**src/rtl/peripheral_defines.sv**
```systemverilog
// Shared VGA console constants, state encoding and glyph-cell address helper.
package peripheral_defines;

  localparam int unsigned VGA_BLOCK_HNUM = 80;
  localparam int unsigned VGA_BLOCK_VNUM = 30;
  localparam logic [31:0] VGA_OFFSET_REG = 32'h0000_1000;

  localparam logic [7:0] ASCII_SPACE = 8'h20;
  localparam logic [7:0] ASCII_LF    = 8'h0A;
  localparam logic [7:0] ASCII_CR    = 8'h0D;
  localparam logic [7:0] ASCII_BS    = 8'h08;

  typedef enum logic [2:0] {
    StIdle,
    StPut,
    StClrLine,
    StSetOfs,
    StClrAll
  } Console_state_t;

  typedef logic [11:0] Graphics_block_addr_t;

  // top+row < 2*vnum, so one conditional subtract is a full modulo
  function automatic Graphics_block_addr_t cell_addr(input logic [4:0] top,
                                                     input logic [4:0] row,
                                                     input logic [6:0] col,
                                                     input int unsigned hnum,
                                                     input int unsigned vnum);
    logic [5:0] r;
    r = {1'b0, top} + {1'b0, row};
    if (r >= 6'(vnum)) r = r - 6'(vnum);
    return Graphics_block_addr_t'(r) * Graphics_block_addr_t'(hnum)
           + Graphics_block_addr_t'(col);
  endfunction

endpackage

```
**src/rtl/vga_console_ctrl_if.sv**
```systemverilog
// Character handshake plus VGA write bus of the console controller.
interface vga_console_ctrl_if;
  logic        char_valid;
  logic [7:0]  char_data;
  logic        char_ready;
  logic        write_op;
  logic [31:0] bus_addr;
  logic [31:0] bus_data;

  // master is the console controller; slave is the character source plus VGA peripheral
  modport master (
    input  char_valid, char_data,
    output char_ready, write_op, bus_addr, bus_data
  );
  modport slave (
    output char_valid, char_data,
    input  char_ready, write_op, bus_addr, bus_data
  );
endinterface

```
**src/rtl/vga_bus_beat.sv**
```systemverilog
// Holds one VGA bus write stable for WRITE_BEATS cycles; done marks the last cycle.
module vga_bus_beat #(
  parameter int unsigned WRITE_BEATS = 2
) (
  input  logic        clk_50M,
  input  logic        rst_n,
  input  logic        start,
  input  logic [31:0] addr,
  input  logic [31:0] data,
  output logic        write_op,
  output logic [31:0] bus_addr,
  output logic [31:0] bus_data,
  output logic        done
);
  localparam logic [7:0] CntLast = 8'(WRITE_BEATS - 1);

  logic        active_q;
  logic [7:0]  cnt_q;
  logic [31:0] addr_q, data_q;

  // start on the done cycle chains the next beat with no gap in write_op
  always_ff @(posedge clk_50M or negedge rst_n) begin
    if (!rst_n) begin
      active_q <= 1'b0;
      cnt_q    <= '0;
      addr_q   <= '0;
      data_q   <= '0;
    end else if (start) begin
      active_q <= 1'b1;
      cnt_q    <= '0;
      addr_q   <= addr;
      data_q   <= data;
    end else if (active_q) begin
      if (cnt_q == CntLast) active_q <= 1'b0;
      else                  cnt_q    <= cnt_q + 8'd1;
    end
  end

  assign done     = active_q & (cnt_q == CntLast);
  assign write_op = active_q;
  assign bus_addr = addr_q;
  assign bus_data = data_q;
endmodule

```
**src/rtl/vga_console_ctrl.sv**
```systemverilog
// Character-stream console: cursor tracking, glyph writes, scrolling and full clear.
module vga_console_ctrl
  import peripheral_defines::*;
#(
  parameter int unsigned HNUM        = VGA_BLOCK_HNUM,
  parameter int unsigned VNUM        = VGA_BLOCK_VNUM,
  parameter logic [31:0] OFS_ADDR    = VGA_OFFSET_REG,
  parameter int unsigned WRITE_BEATS = 2
) (
  input  logic                      clk_50M,
  input  logic                      rst_n,
  input  logic                      clear_req,
  output logic                      busy,
  output logic [6:0]                cursor_col,
  output logic [4:0]                cursor_row,
  vga_console_ctrl_if.master        con
);
  localparam logic [6:0]  ColLast     = 7'(HNUM - 1);
  localparam logic [4:0]  RowLast     = 5'(VNUM - 1);
  localparam logic [11:0] CntLineLast = 12'(HNUM - 1);
  localparam logic [11:0] CntAllLast  = 12'(HNUM * VNUM - 1);
  localparam logic [31:0] SpaceWord   = {24'd0, ASCII_SPACE};

  Console_state_t state_q, state_d;
  logic [6:0]  col_q, col_d, wcol_q, wcol_d;
  logic [4:0]  row_q, row_d, top_q, top_d, ofs_q, ofs_d;
  logic [11:0] cnt_q, cnt_d;
  logic        is_bs_q, is_bs_d, full_q, full_d, clr_pending_q, clr_pending_d;
  logic        ready_en_q;

  logic        beat_start, beat_done;
  logic [31:0] beat_addr, beat_data;

  Graphics_block_addr_t cur_addr, bs_addr, line_base;
  logic [4:0] top_inc;
  logic       accept, printable;

  assign cur_addr  = cell_addr(top_q, row_q, col_q, HNUM, VNUM);
  assign bs_addr   = cell_addr(top_q, row_q, col_q - 7'd1, HNUM, VNUM);
  assign line_base = cell_addr(top_q, 5'd0, 7'd0, HNUM, VNUM);
  assign top_inc   = (top_q == RowLast) ? 5'd0 : top_q + 5'd1;
  assign printable = (con.char_data >= 8'h20) && (con.char_data <= 8'h7E);

  // ready_en_q keeps char_ready low while reset is held; clear_req wins over a same-cycle byte
  assign con.char_ready = (state_q == StIdle) & ~clr_pending_q & ~clear_req & ready_en_q;
  assign accept         = con.char_valid & con.char_ready;
  assign busy           = (state_q != StIdle) | clr_pending_q;
  assign cursor_col     = col_q;
  assign cursor_row     = row_q;

  always_comb begin
    state_d       = state_q;
    col_d         = col_q;
    row_d         = row_q;
    top_d         = top_q;
    wcol_d        = wcol_q;
    is_bs_d       = is_bs_q;
    ofs_d         = ofs_q;
    full_d        = full_q;
    cnt_d         = cnt_q;
    clr_pending_d = clr_pending_q | clear_req;
    beat_start    = 1'b0;
    beat_addr     = '0;
    beat_data     = '0;
    case (state_q)
      StIdle: begin
        if (clr_pending_q | clear_req) begin
          beat_start = 1'b1;
          beat_data  = SpaceWord;
          cnt_d      = '0;
          state_d    = StClrAll;
        end else if (accept) begin
          if (printable) begin
            beat_start = 1'b1;
            beat_addr  = {20'd0, cur_addr};
            beat_data  = {24'd0, con.char_data};
            wcol_d     = col_q;
            is_bs_d    = 1'b0;
            state_d    = StPut;
          end else if (con.char_data == ASCII_LF) begin
            if (row_q != RowLast) begin
              col_d = '0;
              row_d = row_q + 5'd1;
            end else begin
              beat_start = 1'b1;
              beat_addr  = {20'd0, line_base};
              beat_data  = SpaceWord;
              cnt_d      = '0;
              state_d    = StClrLine;
            end
          end else if (con.char_data == ASCII_CR) begin
            col_d = '0;
          end else if (con.char_data == ASCII_BS && col_q != 7'd0) begin
            beat_start = 1'b1;
            beat_addr  = {20'd0, bs_addr};
            beat_data  = SpaceWord;
            wcol_d     = col_q - 7'd1;
            is_bs_d    = 1'b1;
            state_d    = StPut;
          end
        end
      end
      StPut: begin
        if (beat_done) begin
          state_d = StIdle;
          if (is_bs_q) begin
            col_d = wcol_q;
          end else if (wcol_q != ColLast) begin
            col_d = wcol_q + 7'd1;
          end else if (row_q != RowLast) begin
            col_d = '0;
            row_d = row_q + 5'd1;
          end else begin
            // implicit newline on the last row: scroll, cursor moves when SET_OFS ends
            beat_start = 1'b1;
            beat_addr  = {20'd0, line_base};
            beat_data  = SpaceWord;
            cnt_d      = '0;
            state_d    = StClrLine;
          end
        end
      end
      StClrLine: begin
        if (beat_done) begin
          beat_start = 1'b1;
          if (cnt_q == CntLineLast) begin
            beat_addr = OFS_ADDR;
            beat_data = {27'd0, top_inc};
            ofs_d     = top_inc;
            full_d    = 1'b0;
            state_d   = StSetOfs;
          end else begin
            cnt_d     = cnt_q + 12'd1;
            beat_addr = {20'd0, line_base + cnt_q + 12'd1};
            beat_data = SpaceWord;
          end
        end
      end
      StClrAll: begin
        if (beat_done) begin
          beat_start = 1'b1;
          if (cnt_q == CntAllLast) begin
            beat_addr = OFS_ADDR;
            beat_data = '0;
            ofs_d     = '0;
            full_d    = 1'b1;
            state_d   = StSetOfs;
          end else begin
            cnt_d     = cnt_q + 12'd1;
            beat_addr = {20'd0, cnt_q + 12'd1};
            beat_data = SpaceWord;
          end
        end
      end
      StSetOfs: begin
        if (beat_done) begin
          top_d   = ofs_q;
          col_d   = '0;
          state_d = StIdle;
          if (full_q) begin
            row_d         = '0;
            clr_pending_d = clear_req;
          end
        end
      end
      default: state_d = StIdle;
    endcase
  end

  always_ff @(posedge clk_50M or negedge rst_n) begin
    if (!rst_n) begin
      state_q       <= StIdle;
      col_q         <= '0;
      row_q         <= '0;
      top_q         <= '0;
      wcol_q        <= '0;
      is_bs_q       <= 1'b0;
      ofs_q         <= '0;
      full_q        <= 1'b0;
      cnt_q         <= '0;
      clr_pending_q <= 1'b0;
      ready_en_q    <= 1'b0;
    end else begin
      state_q       <= state_d;
      col_q         <= col_d;
      row_q         <= row_d;
      top_q         <= top_d;
      wcol_q        <= wcol_d;
      is_bs_q       <= is_bs_d;
      ofs_q         <= ofs_d;
      full_q        <= full_d;
      cnt_q         <= cnt_d;
      clr_pending_q <= clr_pending_d;
      ready_en_q    <= 1'b1;
    end
  end

  vga_bus_beat #(
    .WRITE_BEATS (WRITE_BEATS)
  ) u_beat (
    .clk_50M  (clk_50M),
    .rst_n    (rst_n),
    .start    (beat_start),
    .addr     (beat_addr),
    .data     (beat_data),
    .write_op (con.write_op),
    .bus_addr (con.bus_addr),
    .bus_data (con.bus_data),
    .done     (beat_done)
  );
endmodule

```
**src/flat_wrapper.sv**
```systemverilog
// flat-port wrapper written by rule: the top's interface ports become plain ports
module vga_console_ctrl_flat import peripheral_defines::*;
#(
  parameter int unsigned HNUM        = VGA_BLOCK_HNUM,
  parameter int unsigned VNUM        = VGA_BLOCK_VNUM,
  parameter logic [31:0] OFS_ADDR    = VGA_OFFSET_REG,
  parameter int unsigned WRITE_BEATS = 2
)
  (clk_50M, rst_n, clear_req, busy, cursor_col, cursor_row, con_char_valid, con_char_data, con_char_ready, con_write_op, con_bus_addr, con_bus_data);
  vga_console_ctrl_if con_i ();
  input  logic clk_50M;
  input  logic rst_n;
  input  logic clear_req;
  output logic busy;
  output logic [6:0] cursor_col;
  output logic [4:0] cursor_row;
  input wire logic [$bits(con_i.char_valid)-1:0] con_char_valid;
  input wire logic [$bits(con_i.char_data)-1:0] con_char_data;
  output wire logic [$bits(con_i.char_ready)-1:0] con_char_ready;
  output wire logic [$bits(con_i.write_op)-1:0] con_write_op;
  output wire logic [$bits(con_i.bus_addr)-1:0] con_bus_addr;
  output wire logic [$bits(con_i.bus_data)-1:0] con_bus_data;
  assign con_i.char_valid = con_char_valid;
  assign con_i.char_data = con_char_data;
  assign con_char_ready = con_i.char_ready;
  assign con_write_op = con_i.write_op;
  assign con_bus_addr = con_i.bus_addr;
  assign con_bus_data = con_i.bus_data;
  vga_console_ctrl #(.HNUM(HNUM), .VNUM(VNUM), .OFS_ADDR(OFS_ADDR), .WRITE_BEATS(WRITE_BEATS)) u_core (.clk_50M(clk_50M), .rst_n(rst_n), .clear_req(clear_req), .busy(busy), .cursor_col(cursor_col), .cursor_row(cursor_row), .con(con_i));
endmodule
```
**config.mk**
```make
export PLATFORM = sky130hd
export DESIGN_NAME = vga_console_ctrl_flat
export DESIGN_NICKNAME = d
export VERILOG_FILES = /design/src/rtl/peripheral_defines.sv /design/src/rtl/vga_console_ctrl_if.sv /design/src/rtl/vga_bus_beat.sv /design/src/rtl/vga_console_ctrl.sv /design/src/flat_wrapper.sv
export SDC_FILE = /design/constraint.sdc
export NUM_CORES = 1
export LEC_CHECK = 0
export CAP_MARGIN = 15
export CORE_MARGIN = 2
export CORE_UTILIZATION = 55
export DETAILED_ROUTE_END_ITERATION = 6
export PLACE_DENSITY_LB_ADDON = 0.12
export SYNTH_ARGS = -nofsm -noshare
export SYNTH_HDL_FRONTEND = slang
export SYNTH_SLANG_ARGS = --single-unit
```
**constraint.sdc**
```tcl
create_clock -name clk_50M -period 6 [get_ports clk_50M]
set_clock_uncertainty 0.2 [all_clocks]
set_input_delay 1.5 -clock clk_50M [delete_from_list [all_inputs] [get_ports clk_50M]]
set_output_delay 1.5 -clock clk_50M [all_outputs]
set_load 0.01 [all_outputs]
```
==> qor.txt, run 1 <==
max_cap viols = 0
CP top delay family = compound AO/OA/AOI/OAI gates
Pwr per Cell Area = 324 nW/um^2
initial core utilization = 0.564
clk sinks = 78
Crit-path slowest cell = dfrtp_1
initial DRC count = 511
DR vias = 5,709
Post-route DRC = 0
top_reg_cell synth = dfrtp_1
Crit path buffers/inverters = 0
vias per cell = 6.02
Synth area leaders = dfrtp_1 30%, ha_1 8.7%, nor2_1 5.2%
count of input and output buffers = 47
CP required = 5990 ps
Post-synth EDFFs = 0
layout cell share with drive strength beyond 1 = 0.0608
post-cts resize count = 0
Hold Vio Cnt, Final = 0
status = completed
Congestion Overflow GR = 0
CTS tree = built
Hold Crit Endpoint = u_core.u_beat.bus_data[0]
clk_lat worst skew = 350 ps
fillers = 1,040
Yosys top cell area share = 0.303
Critical Path Sink Type = register
hold path startpoint = u_core.u_beat.bus_data[0]
fin cells = 949
maximum clock path buffer count = 2
Seq cells post-synth = 78
CTS Buf Count = 9
Min Hold Slack = 266 ps
io pins = 91
Min-Delay Path Class = register to register
Slew Viols, Final = 0
die width = 112 um
# setup viols final = 0
Routed Wire Length = 17.1 mm
most common cell in the netlist = nor2_1
Placement Setup Slack = 856 ps
Rows = 39
antenna violations before repair = 0
Die Span Y = 112 um
Core Region = 11,400 um^2
Tcrit/Tclk final = 0.876
global-route wire length before repair = 28.3 mm
Area Growth Syn to Fin = 10.7%
post-synthesis sequential area ratio = 0.303
post-layout util = 0.624
Setup WS post-layout = 742 ps
die area = 12,600 um^2
cell accounting for the most synthesized area = dfrtp_1
setup_tns = 0 ps
TritonRoute pass-1 iters = 5
Data arrival, critical path = 5240 ps
largest net degree at the start of global routing = 79
crit path max fanout = 8
setup bufs post-CTS = 0
Hold Path Cell Cnt = 2
Final min period = 5260 ps
Avg Inst Size Synth = 8.41 um^2
hold_buf cts = 0
R2R Path End = u_core.u_beat.bus_addr[10]
reg-to-reg startpoint = u_core.top_q[1]
Worst-path clk slew = 60 ps
fmax = 190 MHz
CP startpoint kind = register
CTS root buffer = clkbuf_16
crit-path cells = ha_1 -> a211oi_1 -> nor2_1 -> xor2_1 -> nand3_1 -> o21bai_1 -> nand2_1 -> xor2_1 -> xor2_1 -> ha_1 -> fa_1 -> xor2_1 -> nand2_1 -> nor2_1 -> xor2_1 -> a222oi_1 -> nor2_1 -> a221oi_1 -> a31oi_1
reg2reg path depth = 19
CTS H-tree lvls = 3
Yosys cell types = 70
All-Layer GR Usage = 0.280
crit-path max cell delay = 520 ps
post-route ant nets = 0
placed cell count = 933
RSZ-0062 raised after global routing = false
Antenna Cells = 0
Post-synth ARST share = 1.00
Synth Instances = 766
top cells by count, synth = 90 x nor2_1, 78 x dfrtp_1, 68 x nand2_1
GPL Wtd Cong = 0.964
vias in the first global route = 5,545
Cell Area, Synth = 6440 um^2
actual slew at the worst max-slew pin = 1040 ps
Most Frequent Cell on Critical Path = xor2_1
Worst slew margin = 0.304
CP startpoint = u_core.top_q[1]
Final #Nets = 863
static leakage = 3.21 nW
DP HPWL = 12.9 mm
WS Path Type = register to register
number of synthesis warnings = 0
reg2reg setup slack = 740 ps
drt wl/cell = 18.0 um
Max VDD drop = 0.360 mV
[report_power, final]
part,internal [mW],switching (mW),total [mW]
Clock,0.313,0.222,0.535
Combinational,0.441,0.601,1.04
Sequential,0.615,0.118,0.733
[per-layer routing]
layer | GRT usage | routed length (um) | up-vias | part of all wire
met5 | 0 | 0 | - | 0
met4 | 0.106 | 364 | 0 | 0.021
met3 | 0.0481 | 1100 | 34 | 0.064
met2 | 0.449 | 8040 | 209 | 0.47
met1 | 0.381 | 7550 | 2743 | 0.44
li1 | - | - | 2723 | -
[cells in the final DEF, fill, tap and decap left out, types with 6 or more instances in the layout]
cell	n
nor2_1	90
dfrtp_1	78
nand2_1	68
o21ai_0	50
clkdlybuf4s50_1	46
a21oi_1	45
ha_1	45
conb_1	44
xor2_1	32
xnor2_1	28
inv_1	25
nand3_1	25
nor3_1	21
nand2b_1	15
a21o_1	12
mux2_2	10
and2_1	10
o31ai_1	9
clkbuf_16	9
and3_1	8
nand4_1	8
a22oi_1	8
buf_4	8
a31oi_1	7
o22ai_1	7
a211oi_1	6
[tightest hold or removal path, cell delays in order (launching register included)]
cell and delay, ps:
dfrtp_1 340, nand2_1 50, nand2_1 40
[cell type report]
| type | count | area [um^2] | area share |
|---|---|---|---|
| Multi-Input combinational cell | 633 | 4100 | 0.575 |
| Clock buffer | 13 | 270 | 0.0379 |
| Inverter | 25 | 93.8 | 0.0132 |
| Timing Repair Buffer | 54 | 520 | 0.0730 |
| Tap cell | 143 | 179 | 0.0251 |
| Clock inverter | 3 | 17.5 | 0.00246 |
| Sequential cell | 78 | 1950 | 0.274 |
[kinds of logic (layout without fill, tap and decap cells)]
family | count (synthesis) | after routing | share of synthesized area
buffers and inverters | 97 | 95 | 0.0864
other | 2 | 44 | 0.00117
adder cells (fa/ha/maj) | 50 | 50 | 0.103
multiplexers | 11 | 11 | 0.0190
flip-flops | 78 | 78 | 0.303
XOR/XNOR | 60 | 60 | 0.0816
AO/OA/AOI/OAI | 192 | 192 | 0.196
AND/OR/NAND/NOR | 276 | 276 | 0.209
[per-stage QoR]
step | area [um^2] | power [mW]
2_1_floorplan | 6600 | 1.46
3_3_place_gp | 6840 | 1.75
3_5_place_dp | 6840 | 1.77
4_1_cts | 7130 | 2.31
5_1_grt | 7130 | 2.47
6_report | 7130 | 2.31
[state kept, by name (all words and copies together), names as in the netlist]
name and cells:
u_core.u_beat.write_op 1, u_core.top_q 5, u_core.ready_en_q 1, u_core.full_q 1, u_core.clr_pending_q 1, u_core.cursor_row 5
u_core.u_beat.bus_addr 13, u_core.wcol_q 7, u_core.u_beat.cnt_q 8, u_core.state_q 3, u_core.cursor_col 7, u_core.cnt_q 12
u_core.u_beat.bus_data 8, u_core.ofs_q 5, u_core.is_bs_q 1
[worst max path at each step]
stage	to	depth (start not counted)
final	u_core.u_beat.bus_addr[10]	19
after floorplan	u_core.u_beat.bus_addr[10]	19
after global routing	u_core.u_beat.bus_addr[10]	19
after detailed placement	u_core.u_beat.bus_addr[10]	19
after global placement	u_core.u_beat.bus_addr[10]	20
after CTS	u_core.u_beat.bus_addr[10]	19
No activity file was read; power rests on OpenSTA's default activity.
==> run 2, diff against run 1 <==
- REMOVE_ABC_BUFFERS: not set -> 1
==> run 2 against run 1 <==
Compared with the run above: clock power grew 2%; sequential power increased by 1%; non-clock buffer count shrank 2; global-route usage up 0.79 points; sequential share of layout area hardly changed; sequential cell count unchanged; wire length is 1.7% higher; final cell count is 0.32% lower; largest cell class unchanged.
==> qor.txt, run 2 (synthesis results as in run 1) <==
status = completed
reg-to-reg startpoint = u_core.cursor_row[0]
die area = 12,600 um^2
placed cell count = 931
fillers = 987
Tcrit/Tclk final = 0.848
Core Region = 11,400 um^2
Storage cell area = 1950 um^2
setup bufs post-CTS = 0
Congestion Overflow GR = 0
fin cells = 946
post-cts resize count = 0
CP startpoint kind = register
Rows = 39
maximum clock path buffer count = 2
Routed Wire Length = 17.4 mm
CTS tree = built
count of input and output buffers = 47
initial DRC count = 386
Setup WS post-layout = 910 ps
DP HPWL = 12.9 mm
layout cell share with drive strength beyond 1 = 0.0573
CTS H-tree lvls = 3
RSZ-0062 raised after global routing = false
global-route wire length before repair = 29.0 mm
Die Span Y = 112 um
largest net degree at the start of global routing = 79
antenna violations before repair = 0
vias per cell = 6.05
Area Growth Syn to Fin = 10.5%
commonest non-fill, non-tap cell in the layout = nor2_1
setup_tns = 0 ps
CP required = 6030 ps
Final min period = 5090 ps
Antenna Cells = 0
max_cap viols = 0
Hold Crit Endpoint = u_core.u_beat.bus_addr[12]
static leakage = 3.20 nW
crit-path max cell delay = 470 ps
crit-path cells = ha_1 -> inv_1 -> fa_1 -> nand2b_1 -> a21oi_1 -> xor2_1 -> inv_1 -> o21bai_1 -> nand2_1 -> xor2_1 -> xor2_1 -> ha_1 -> fa_1 -> xor2_1 -> nand2_1 -> nor2_1 -> xor2_1 -> a222oi_1 -> nor2_1 -> a221oi_1 -> a31oi_1
reg2reg setup slack = 910 ps
Placement Setup Slack = 998 ps
GPL Wtd Cong = 0.899
max reg flops = 13
Critical Path Sink Type = register
Slew Viols, Final = 0
Most Frequent Cell on Critical Path = xor2_1
fmax = 196 MHz
multi-input logic area = 4100 um^2
All-Layer GR Usage = 0.288
drt wl/cell = 18.3 um
io pins = 91
DR vias = 5,725
CTS root buffer = clkbuf_16
clk sinks = 78
Post-route DRC = 0
Data arrival, critical path = 5120 ps
Hold Path Cell Cnt = 1
WS Path Type = register to register
reg2reg path depth = 21
post-route ant nets = 0
Hold Vio Cnt, Final = 0
hold_buf cts = 0
die width = 112 um
CTS Buf Count = 9
Worst slew margin = 0.239
hold path startpoint = u_core.u_beat.bus_addr[12]
Pwr per Cell Area = 329 nW/um^2
# setup viols final = 0
vias in the first global route = 5,592
clk_lat worst skew = 350 ps
Min-Delay Path Class = register to register
crit path max fanout = 7
R2R Path End = u_core.u_beat.bus_addr[10]
Crit-path slowest cell = dfrtp_1
commonest cells after routing, fill and taps aside = 90 x nor2_1, 78 x dfrtp_1, 68 x nand2_1
Max VDD drop = 0.244 mV
TritonRoute pass-1 iters = 6
Worst-path clk slew = 60 ps
actual slew at the worst max-slew pin = 1140 ps
Final #Nets = 861
initial core utilization = 0.564
==> run 2: changes by cell type in the layout (fill, tap and decap cells not counted) <==
cell,previous run,this run
buf_4,8,6
clkbuf_8,3,1
bufinv_16,0,1
==> run 2: layout make-up <==
cell class	count	share of cell area
Inverter	25	0.0132
Multi-Input combinational cell	633	0.576
Clock buffer	11	0.0341
Clock inverter	4	0.00668
Tap cell	143	0.0251
Timing Repair Buffer	52	0.0710
Sequential cell	78	0.274
==> run 2: routing by layer <==
layer,global-route usage,vias to the layer above,share of wire
li1,-,2725,-
met1,0.396,2768,0.46
met2,0.461,197,0.47
met3,0.0443,35,0.052
met4,0.107,0,0.024
met5,0,-,0
==> run 2: metrics by stage <==
| stage | cell area, um^2 | utilization | power (mW) | hold WS [ps] |
|---|---|---|---|---|
| 6_report | 7120 | 0.623 | 2.34 | 281 |
| 2_1_floorplan | 6140 | - | 1.37 | 246 |
| 4_1_cts | 7120 | 0.623 | 2.34 | 286 |
| 3_5_place_dp | 6830 | 0.598 | 1.79 | 274 |
| 3_3_place_gp | 6830 | 0.598 | 1.76 | 254 |
| 5_1_grt | 7120 | 0.623 | 2.51 | 301 |
==> run 2: how the worst max path moves through the flow <==
stage,slack (ps),startpoint,to
floorplan,1300,u_core.top_q[0],u_core.u_beat.bus_addr[10]
global placement,1140,u_core.cursor_row[0],u_core.u_beat.bus_addr[10]
detailed placement,1000,u_core.cursor_row[0],u_core.u_beat.bus_addr[10]
CTS,970,u_core.cursor_row[0],u_core.u_beat.bus_addr[10]
global route,440,u_core.cursor_row[0],u_core.u_beat.bus_addr[10]
finish,910,u_core.cursor_row[0],u_core.u_beat.bus_addr[10]
==> run 2: power by group <==
part,switching [mW],internal (mW)
registers,0.126,0.615
clock network,0.217,0.330
logic,0.613,0.440
total,0.957,1.39
==> run 2: worst max-delay path, delay by kind of cell (launching register included) <==
family,cells,cell delay (ps)
AO/OA/AOI/OAI,5,1070
AND/OR/NAND/NOR,5,620
buffers and inverters,2,150
XOR/XNOR,5,1190
flip-flops,1,470
adder cells (fa/ha/maj),4,1250
==> run 3, diff against run 2 <==
- CORE_UTILIZATION: 55 -> 51
- clock period: 6 -> 4.5 ns (I/O delays scaled with it)
==> run 3 against run 2 <==
Compared with the run above: register-to-register slack lost 780 ps; power grew 40%; final cell count grew 6.6%; wire length grew 1.9%; sequential cell count is the same; first-iteration DRC count grew 8.5%.
==> qor.txt, run 3 (synthesis results as in run 1) <==
status = completed
post-route ant nets = 0
Tcrit/Tclk final = 0.971
TritonRoute pass-1 iters = 5
Worst-path clk slew = 60 ps
max reg flops = 13
Hold Crit Endpoint = u_core.u_beat.bus_data[0]
vias per cell = 5.72
Antenna Cells = 0
CTS tree = built
WS Path Type = register to register
Hold Path Cell Cnt = 2
All-Layer GR Usage = 0.274
Slew Viols, Final = 0
CTS root buffer = clkbuf_16
Min Hold Slack = 266 ps
Rows = 41
CTS H-tree lvls = 3
vias in the first global route = 5,584
Routed Wire Length = 17.7 mm
max_cap viols = 0
Critical Path Sink Type = register
crit-path max cell delay = 430 ps
hold_buf cts = 0
DR vias = 5,770
io pins = 91
drt wl/cell = 17.5 um
initial DRC count = 419
Min-Delay Path Class = register to register
reg2reg path depth = 21
DP HPWL = 13.1 mm
R2R Path End = u_core.u_beat.bus_addr[11]
actual slew at the worst max-slew pin = 1020 ps
layout cell share with drive strength beyond 1 = 0.124
Most Frequent Cell on Critical Path = xor2_1
CTS Buf Count = 9
crit-path cells = ha_2 -> inv_2 -> fa_2 -> nand2b_4 -> a21oi_2 -> xor2_1 -> inv_1 -> o21bai_2 -> buf_4 -> nand2_2 -> xor2_2 -> xor2_1 -> ha_2 -> fa_2 -> buf_4 -> a21o_1 -> a21oi_2 -> xnor2_2 -> xor2_1 -> a221oi_2 -> o41ai_2
Final min period = 4370 ps
Hold Vio Cnt, Final = 0
Post-route DRC = 0
Worst slew margin = 0.317
placed cell count = 989
CP startpoint kind = register
clk_lat worst skew = 350 ps
antenna violations before repair = 0
Core Region = 12,500 um^2
Final #Nets = 893
Crit-path slowest cell = fa_2
RSZ-0062 raised after global routing = true
reg-to-reg startpoint = u_core.cursor_row[0]
static leakage = 3.42 nW
post-layout util = 0.604
commonest non-fill, non-tap cell in the layout = nor2_1
commonest cells after routing, fill and taps aside = 87 x nor2_1, 78 x dfrtp_1, 66 x nand2_1
die area = 13,500 um^2
Congestion Overflow GR = 0
fin cells = 1,008
hold path startpoint = u_core.u_beat.bus_data[0]
Die Span Y = 116 um
largest net degree at the start of global routing = 79
Pwr per Cell Area = 434 nW/um^2
count of input and output buffers = 47
Data arrival, critical path = 4420 ps
initial core utilization = 0.517
Area Growth Syn to Fin = 16.9%
Max VDD drop = 0.269 mV
global-route wire length before repair = 28.6 mm
fmax = 229 MHz
GPL Wtd Cong = 0.907
crit path max fanout = 2
clk sinks = 78
CP required = 4550 ps
# setup viols final = 0
maximum clock path buffer count = 2
reg2reg setup slack = 130 ps
die width = 116 um
-- run 3: cell types whose count changed in the layout (fill, tap and decap cells not counted), sizes merged --
cell      previous run  this run
clkbuf              11        13
clkinvlp             1         0
buf                  6        38
-- run 3: critical path, delay by kind of cell (launching register included) --
family          cells  cell delay (ps)
fa+ha+maj           4             1170
buf+inv             4              430
simple gates        2              210
compound gates      6             1010
flops               1              370
xor+xnor            5              890
-- run 3: power by group --
part,leakage (nW),internal [mW],switching [mW]
registers,1.04,0.821,0.136
logic,2.22,0.647,0.875
clock network,0.162,0.489,0.301
total,3.42,1.96,1.31
-- run 3: metrics by stage --
step | setup WS [ps] | cell area, um^2 | setup TNS [ps] | power [mW]
2_1_floorplan | -199 | 6140 | -199 | 1.83
3_3_place_gp | 24.2 | 7080 | 0 | 2.41
3_5_place_dp | -183 | 7080 | -404 | 2.44
4_1_cts | 0.563 | 7430 | 0 | 3.24
5_1_grt | -171 | 7530 | -341 | 3.49
6_report | 130 | 7530 | 0 | 3.27
-- run 3: metal layers --
layer  GRT usage  vias to the layer above  share of wire
li1            -                     2776              -
met1       0.374                     2793           0.47
met2       0.445                      179           0.46
met3      0.0545                       22          0.054
met4      0.0778                        0          0.016
met5           0                        -              0
-- run 3: how the worst max path moves through the flow --
stage	slack [ps]	startpoint	cells past startpoint	endpoint
floorplan	-200	u_core.top_q[0]	19	u_core.u_beat.bus_addr[10]
CTS	0.6	u_core.cursor_row[0]	19	u_core.u_beat.bus_addr[10]
detailed placement	-180	u_core.cursor_row[0]	20	u_core.u_beat.bus_addr[10]
finish	130	u_core.cursor_row[0]	21	u_core.u_beat.bus_addr[11]
global route	-170	u_core.cursor_row[0]	22	u_core.u_beat.bus_addr[10]
global placement	20	u_core.cursor_row[0]	18	u_core.u_beat.bus_addr[8]
-- run 3: final cells by class --
cell class,instances,area [um^2]
tap,172,215
fill,1119,4940
multi-input combinational,633,4200
clock buffer,13,280
sequential,78,1950
inverter,25,93.8
clock inverter,3,40.0
timing repair buffer,84,746
-- run 3: what timing repair did --
action | 4_1_cts | 5_1_grt
setup endpoints to repair | 4 | 5
resized for setup | 5 | 23
buffers inserted | 1 | 2
pin swaps | 3 | 17
